==> config.mk <==
export PLATFORM = sky130hd
export DESIGN_NAME = gate_sequencer
export DESIGN_NICKNAME = d
export VERILOG_FILES = /design/src/rtl/gate_pkg.sv /design/src/rtl/phase_ring.sv /design/src/rtl/gate_sequencer.sv
export SDC_FILE = /design/constraint.sdc
export NUM_CORES = 1
export LEC_CHECK = 0
export BUFFER_PORTS_ARGS = -buffer_cell sky130_fd_sc_hd__buf_2
export CAP_MARGIN = 20
export CORE_MARGIN = 4
export CORE_UTILIZATION = 54
export CTS_CLUSTER_DIAMETER = 50
export CTS_CLUSTER_SIZE = 12
export DETAILED_ROUTE_END_ITERATION = 10
export HOLD_SLACK_MARGIN = 0.1
export MAX_ROUTING_LAYER = met4
export PLACE_DENSITY = 0.85
export SETUP_SLACK_MARGIN = 0.05
export SYNTH_ARGS = -nofsm -noshare
export SYNTH_HDL_FRONTEND = slang
export SYNTH_SLANG_ARGS = --single-unit
==> constraint.sdc <==
create_clock -name clk -period 2.7 [get_ports clk]
set_clock_uncertainty 0.1 [all_clocks]
set_input_delay 0.54 -clock clk [delete_from_list [all_inputs] [get_ports clk]]
set_output_delay 0.54 -clock clk [all_outputs]
set_load 0.02 [all_outputs]
==> src/rtl/gate_pkg.sv <==
// Shared definitions for the clock-gate enable sequencer.
package gate_pkg;

  localparam int PHASES_DEF = 4;

  typedef enum logic [2:0] {
    IDLE  = 3'd0,
    RUN   = 3'd1,
    STEP  = 3'd2,
    BURST = 3'd3,
    STOP  = 3'd4
  } state_t;

  // Width of a phase index; never less than one bit.
  function automatic int phase_w(input int p);
    return (p > 1) ? $clog2(p) : 1;
  endfunction

endpackage

==> src/rtl/phase_ring.sv <==
// One-hot rotating phase register: load starts at phase 0, advance rotates
// left with wrap, clear (or rst) drops every enable.
module phase_ring
  import gate_pkg::*;
#(
  parameter int PHASES = PHASES_DEF
) (
  input  logic                         clk,
  input  logic                         rst,
  input  logic                         load,
  input  logic                         clear,
  input  logic                         advance,
  output logic [PHASES-1:0]            en,
  output logic [phase_w(PHASES)-1:0]   phase
);

  localparam int PW = phase_w(PHASES);

  // Registered enables and phase index; clear wins over load, load over advance.
  always_ff @(posedge clk) begin
    if (rst || clear) begin
      en    <= '0;
      phase <= '0;
    end else if (load) begin
      en    <= PHASES'(1);
      phase <= '0;
    end else if (advance) begin
      en    <= {en[PHASES-2:0], en[PHASES-1]};
      phase <= (phase == PW'(PHASES-1)) ? '0 : phase + PW'(1);
    end
  end

endmodule

==> src/rtl/gate_sequencer.sv <==
// Gate-enable sequencer: run / single-step / counted-burst control of a
// one-hot phase ring, stopping only on instruction boundaries.
module gate_sequencer
  import gate_pkg::*;
#(
  parameter int PHASES = PHASES_DEF,
  parameter int CNT_W  = 8
) (
  input  logic                         clk,
  input  logic                         rst,
  input  logic                         run,
  input  logic                         step,
  input  logic                         burst_go,
  input  logic [CNT_W-1:0]             burst_len,
  input  logic                         halt,
  output logic [PHASES-1:0]            en,
  output logic [phase_w(PHASES)-1:0]   phase,
  output logic                         busy,
  output logic                         done
);

  localparam int PW = phase_w(PHASES);

  state_t           state, state_n;
  logic [CNT_W-1:0] cnt;
  logic             halt_flag;
  logic             active;
  logic             boundary;
  logic             ring_load, ring_clear, ring_adv;
  logic             done_n;

  assign active   = (state == RUN) || (state == STEP) || (state == BURST);
  assign boundary = active && (phase == PW'(PHASES-1));

  // State register.
  always_ff @(posedge clk) begin
    if (rst) state <= IDLE;
    else     state <= state_n;
  end

  // Next-state: entry priority run > step > burst_go; exits only at a boundary.
  always_comb begin
    state_n = state;
    case (state)
      IDLE: begin
        if (run)                                state_n = RUN;
        else if (step)                          state_n = STEP;
        else if (burst_go && burst_len != '0)   state_n = BURST;
      end
      RUN:   if (boundary && (!run || halt || halt_flag)) state_n = STOP;
      STEP:  if (boundary) state_n = STOP;
      BURST: if (boundary && (cnt == CNT_W'(1) || halt || halt_flag)) state_n = STOP;
      STOP:  state_n = IDLE;
      default: state_n = IDLE;
    endcase
  end

  // Outputs and ring controls derived from the current/next state.
  always_comb begin
    busy       = (state != IDLE);
    ring_load  = (state == IDLE) && (state_n != IDLE);
    ring_adv   = active && (state_n == state);
    ring_clear = active && (state_n == STOP);
    done_n     = ring_clear ||
                 ((state == IDLE) && !run && !step && burst_go && (burst_len == '0));
  end

  // done is registered so it lines up with STOP (or the cycle after a zero burst).
  always_ff @(posedge clk) begin
    if (rst) done <= 1'b0;
    else     done <= done_n;
  end

  // Burst counter: loaded on entry, decremented per boundary, never below 1.
  always_ff @(posedge clk) begin
    if (rst)
      cnt <= '0;
    else if ((state == IDLE) && (state_n == BURST))
      cnt <= burst_len;
    else if ((state == BURST) && boundary && (cnt > CNT_W'(1)))
      cnt <= cnt - CNT_W'(1);
  end

  // Sticky halt request, held while active and dropped once back out.
  always_ff @(posedge clk) begin
    if (rst || !active) halt_flag <= 1'b0;
    else if (halt)      halt_flag <= 1'b1;
  end

  phase_ring #(.PHASES(PHASES)) u_ring (
    .clk     (clk),
    .rst     (rst),
    .load    (ring_load),
    .clear   (ring_clear),
    .advance (ring_adv),
    .en      (en),
    .phase   (phase)
  );

endmodule

# --- Word-level counts from Yosys, hierarchy flattened ---
# Index checks and enable logic that the tools add are counted.
totals:
  register_bits: 19
  wordCells: 64
classes:
  n_addsub: 2
  reduce_logical: 34
  order_cmp: 1
  eq_ne: 8
  n_mux: 12
op_table:
  columns: ["operator", "n"]
  rows:
  - ["$mux W3", 6]
  - ["$mux W8", 2]
  - ["$logic_and A1 B1 Y1", 14]
  - ["$pmux W3 S4", 1]
  - ["$eq A3 B2 Y1 const B", 3]
  - ["$logic_or A1 B1 Y1", 9]
  - ["$eq A8 B1 Y1 const B", 1]
  - ["$gt A8 B1 Y1 const B", 1]
  - ["$logic_not A8 Y1", 1]
  - ["$reduce_bool A8 Y1", 1]
  - ["$sub A8 B1 Y8 const B", 1]
  - ["$reduce_bool A3 Y1", 2]
  - ["$reduce_bool A2 Y1", 2]
  - ["$eq A3 B1 Y1 const B", 1]
  - ["$eq A3 B3 Y1", 1]
  - ["$eq A3 B3 Y1 const B", 1]
  - ["$logic_not A1 Y1", 3]
  - ["$logic_not A3 Y1", 1]
  - ["$add A2 B1 Y2 const B", 1]
  - ["$eq A2 B2 Y1 const B", 1]
  - ["$mux W1", 2]
  - ["$mux W2", 1]
  - ["$reduce_or A2 Y1", 1]

# --- Logic depth before layout (Yosys ltp) ---
logic_depth:
  depth_word: 11
  mapped_depth: 8
  depth_no_buf: 7

# --- Hierarchy ---
# From an unflattened synthesis, not the netlist that was laid out.
unflattened:
  cells_unflattened: 125
  area_unflattened_um2: 1124.8
modules_own_cells:
  columns: ["module", "area_each_um2", "seq_area_each_um2", "cells_each", "instances"]
  rows:
  - ["gate_sequencer", 874.6, 260.2, 102, 1]
  - ["phase_ring", 250.2, 120.1, 23, 1]

# --- Worst setup path before layout ---
# OpenSTA, ideal clock, no wires.
synth_timing:
  path_kind: "input to register"
  startpoint: "input burst_len[4]"
  endpoint: "register cnt[2]"
  path_slack_ns: 0.493
  setup_time_ns: 0.120
  path_stages: 6
  n_path_buf: 1
  arrival_ns: 1.987
  t_required_ns: 2.480
  cell_sequence: "nor4_4 -> a2111oi_4 -> or4_1 -> buf_2 -> a221oi_2 -> nor3_1"
synth_via:
  elab_chain_cells: 9
  elab_cells_between_ends: 10
  classes_between: "1 x eq/ne; 5 x mux; 4 x reduce/logical"
synth_lines:
  columns: ["item", "line_no", "source"]
  rows:
  - ["start: declaration", "gate_sequencer.sv:14", "input logic [CNT_W-1:0] burst_len,"]
  - ["$reduce_bool A8 Y1 *", "gate_sequencer.sv:48", "else if (burst_go && burst_len != '0) state_n = BURST;"]
  - ["$logic_and A1 B1 Y1 *", "gate_sequencer.sv:48", null]
  - ["$mux W3 *", "gate_sequencer.sv:48", null]
  - ["$mux W3 *", "gate_sequencer.sv:47", "else if (step) state_n = STEP;"]
  - ["$mux W3 *", "gate_sequencer.sv:46", "if (run) state_n = RUN;"]
  - ["$pmux W3 S4 *", "gate_sequencer.sv:44", "case (state)"]
  - ["$eq A3 B2 Y1 *", "gate_sequencer.sv:78", "else if ((state == IDLE) && (state_n == BURST))"]
  - ["$logic_and A1 B1 Y1 *", "gate_sequencer.sv:78", null]
  - ["$mux W8 or $reduce_bool A2 Y1 (tied branches)", null, null]
  - ["end signal: assignment", "gate_sequencer.sv:79", "cnt <= burst_len;"]
  - ["end signal: assignment", "gate_sequencer.sv:81", "cnt <= cnt - CNT_W'(1);"]
  - ["end: declaration", "gate_sequencer.sv:25", "logic [CNT_W-1:0] cnt;"]
# Every way passes the cells marked *; elsewhere a longest branch is shown, timed or not.
# A chain may end at the register's enable or synchronous reset.

# --- Final worst setup path ---
layout_timing:
  startpoint: "register cnt[1]"
  endpoint: "register cnt[2]"
layout_via:
  elab_chain_cells: 9
  elab_cells_between_ends: 14
  classes_between: "1 x add/sub; 1 x order compare; 2 x eq/ne; 4 x mux; 6 x reduce/logical"
layout_lines:
  columns: ["item", "line_no", "source"]
  rows:
  - ["$eq A8 B1 Y1", "gate_sequencer.sv:52", "BURST: if (boundary && (cnt == CNT_W'(1) || halt || halt_flag)) state_n = STOP;"]
  - ["$logic_or A1 B1 Y1 (2 in series)", "gate_sequencer.sv:52", null]
  - ["$logic_and A1 B1 Y1", "gate_sequencer.sv:52", null]
  - ["$mux W3", "gate_sequencer.sv:52", null]
  - ["$pmux W3 S4", "gate_sequencer.sv:44", null]
  - ["$eq A3 B2 Y1", "gate_sequencer.sv:78", null]
  - ["$logic_and A1 B1 Y1", "gate_sequencer.sv:78", null]
  - ["$mux W8 or $reduce_bool A2 Y1 (tied branches)", null, null]
# Several ways; a longest one is shown, not always the timed one. The select of a mux whose other input is x is not followed.

==> results by group <==
Outcome
  – Status: complete, no violations

Critical path
  – Slowest-stage cell, CP: or4_1
  – CP arrival: 2.49 ns
  – Worst Path Max Fanout: 6
  – Worst Path Required: between 2 and 3 ns
  – CP Class: flip-flop to flip-flop
  – CP startpoint kind: flip-flop
  – Worst setup EP type: flip-flop
  – Crit-path max cell delay: 0.55 ns
  – CP cell instances: inv_1 -> ha_1 -> nor4b_1 -> a211oi_1 -> or4_1 -> a221oi_2 -> nor3_1

Route
  – DRC: 0
  – Vias: between 1000 and 1500
  – Detailed Route WL: between 2000 and 3000 um
  – 1st-pass router iterations: 4
  – Antenna-violating nets left: 0
  – DRT iter0 DRCs: 27
  – Routed vias/inst: between 6 and 7
  – Routed len/inst: approximately 16 um

Global route
  – Antenna violations before repair: 0
  – Tot GR Track Use: a little under a quarter
  – Number of global-route vias before repair: 1112
  – Aggregate global routing overflow: 0
  – Largest net degree at the start of global routing: 15
  – Global-route wire length before repair: 4830 um

STA
  – Unrepaired setup endpoints after global routing: false
  – Final setup viols: 0
  – Max Clk Rate: 0.418 GHz
  – Count of pins over their slew limit: 0
  – Count of final hold-check violations: 0
  – Crit share post-route: 88.6%
  – Max_slew headroom: 63.0%
  – Worst-margin pin slew: 0.551 ns
  – Final Critical Period: approximately 2.4 ns
  – Setup TNS: 0 ns

Yosys
  – Synth Area per Inst: 9.03 um2
  – Yosys warnings: 0
  – Largest area contributor in the synthesized netlist: dfxtp_1
  – Synth Register Bits: 19
  – Gate Count Post-Synth: roughly 130
  – Syn nets: approximately 150
  – Number of flops mapped to enable cells by yosys: 0
  – Share of the synthesized area in the top cell type: between 30% and 40%
  – Mapped Area: about 1200 um2
  – Post-synthesis async set-or-reset flop share: 0%
  – Synth area leaders: dfxtp_1, nor3_1, nor4_4
  – Netlist cell types: 42
  – Synth Flop Type: dfxtp_1
  – Post-synthesis sequential area ratio: 32.7%

CTS
  – Htree depth: 1
  – CTS Buf Count: 3
  – Hold buffer count at cts: 0
  – Post-CTS Setup Bufs: 0
  – Post-CTS sizing: 0
  – Clock Latency Late Sink: 0.31 ns
  – Clk buf depth: 2
  – Clock Sinks: 19
  – Clk root buf: clkbuf_4
  – CTS tree: yes
  – Clock transition at path regs: roughly 0.11 ns

Placement
  – Placed cell areas: about 1300 um2
  – Routability cong.: approximately 0.9
  – Port Buf Inserts: 21
  – DPL Wire Length: roughly 2200 um

Power
  – Design Power: about 760 uW
  – Leak: 0.525 nW
  – VDD IR-drop max: 0.324 mV
  – PD cells: roughly 560 nW/um2

Cells and area
  – Fin nets: ~170
  – Fin area: around 1300 um2
  – Share of layout cells above drive strength 1: 26.5%
  – Area grow syn2layout: 15.5%
  – Area of the multi-input gates: between 700 and 800 um2
  – Fill count: approximately 180
  – Ant diodes: 0
  – FF/Latch Area: between 300 and 400 um2

Floorplan
  – Die width: approximately 54 um
  – Core area: roughly 2000 um2
  – IO Count: 22
  – Die footprint: around 3000 um2
  – Die height: roughly 54 um
  – FP Rows: 16
  – Initial Utilization: approximately three fifths

Min path
  – Hold crit path type: input port to flip-flop

Job
  – Max-Cap Viols: 0
Yosys cell counts, drive strengths merged (3+ instances only):
cell and number:
a21oi 9, inv 6, ha 3, nor2 6, or2 3, o21ai 3, or3 5, a211oi 5
nand3 6, nand2b 3, xnor2 3, dfxtp 19, nor4 5, nor3 15, mux2i 5, nand2 4
critical path: cells and delay by family, from the launching register on:
family	cells	cell delay, ns
AOI/OAI and AO/OA	2	0.53
adders and majority gates	1	0.17
buffers and inverters	1	0.09
DFF	1	0.34
and+or+nand+nor	3	1.06
through the flow:
stage | cells | worst slack (ns) | hold WS, ns | util (%)
after floorplan | 129 | 0.493 | 0.422 | -
after global placement | 178 | 0.289 | 0.413 | 65.8
after global routing | 182 | 0.0651 | 0.432 | 67.2
after CTS | 182 | 0.311 | 0.436 | 67.2
final | 182 | 0.309 | 0.445 | 67.2
after detailed placement | 178 | 0.237 | 0.442 | 65.8
cells by family (layout without fill, tap and decap cells):
family                   count (synthesis)  in the layout  synth area share, %
multiplexers                             7              7                 6.23
XOR/XNOR                                 3              3                 2.26
AND/OR/NAND/NOR                         58             58                 32.1
adder cells (fa/ha/maj)                  3              3                 3.22
AO/OA/AOI/OAI                           31             31                 20.8
buffers and inverters                    8             34                 2.68
flip-flops                              19             19                 32.7
where the power goes:
group | internal, mW | switching (mW) | leakage [nW]
registers | 0.307 | 0.0312 | 0.155
logic | 0.113 | 0.156 | 0.352
clock network | 0.0554 | 0.0964 | 0.0177
final cells by class:
cell class                 instances  share of cell area (%)
inverter                           6                    1.67
timing repair buffer              24                    9.49
tap                               27                    2.51
sequential                        19                    28.3
clock buffer                       3                    1.67
multi-input combinational        102                    56.0
clock inverter                     1                   0.372
metal layers:
layer / up-vias / wire length, um / track usage [%]
li1: 552 / - / -
met1: 564 / 1240 / 27.7
met2: 41 / 1440 / 38.8
met3: 7 / 189 / 4.09
met4: 0 / 56 / 9.96
met5: - / 0 / -
flip-flops by register name, summed over array words and instances, names as in the netlist:
name / cells
cnt: 8
u_ring.en: 4
state: 3
u_ring.phase: 2
done: 1
halt_flag: 1
worst paths after layout:
path	startpoint	endpoint	slack [ns]	depth (start not counted)
worst max-delay path	cnt[1]$_SDFFE_PP0P_	cnt[2]$_SDFFE_PP0P_	0.31	7
worst max register to register	cnt[1]$_SDFFE_PP0P_	cnt[2]$_SDFFE_PP0P_	0.31	7
worst min-delay path	burst_len[1]	cnt[1]$_SDFFE_PP0P_	0.44	3
worst min register to register	u_ring.en[2]$_SDFFE_PP0P_	u_ring.en[3]$_SDFFE_PP0P_	0.46	2
cell usage in the layout (no fill, tap or decap), types with 3 or more instances in the layout:
cell type | synthesis | layout
inv_1 | 6 | 6
nand2_1 | 4 | 4
a21oi_1 | 8 | 8
or3_1 | 5 | 5
nor3_1 | 15 | 15
mux2i_1 | 5 | 5
ha_1 | 3 | 3
xnor2_1 | 3 | 3
nor2_1 | 6 | 6
dfxtp_1 | 19 | 19
nand3_1 | 6 | 6
buf_2 | 1 | 21
buf_4 | 0 | 3
a211oi_1 | 5 | 5
nand2b_1 | 3 | 3
clkbuf_4 | 0 | 3
nor4_4 | 3 | 3
Note: power is estimated with default switching activity, not from simulation.
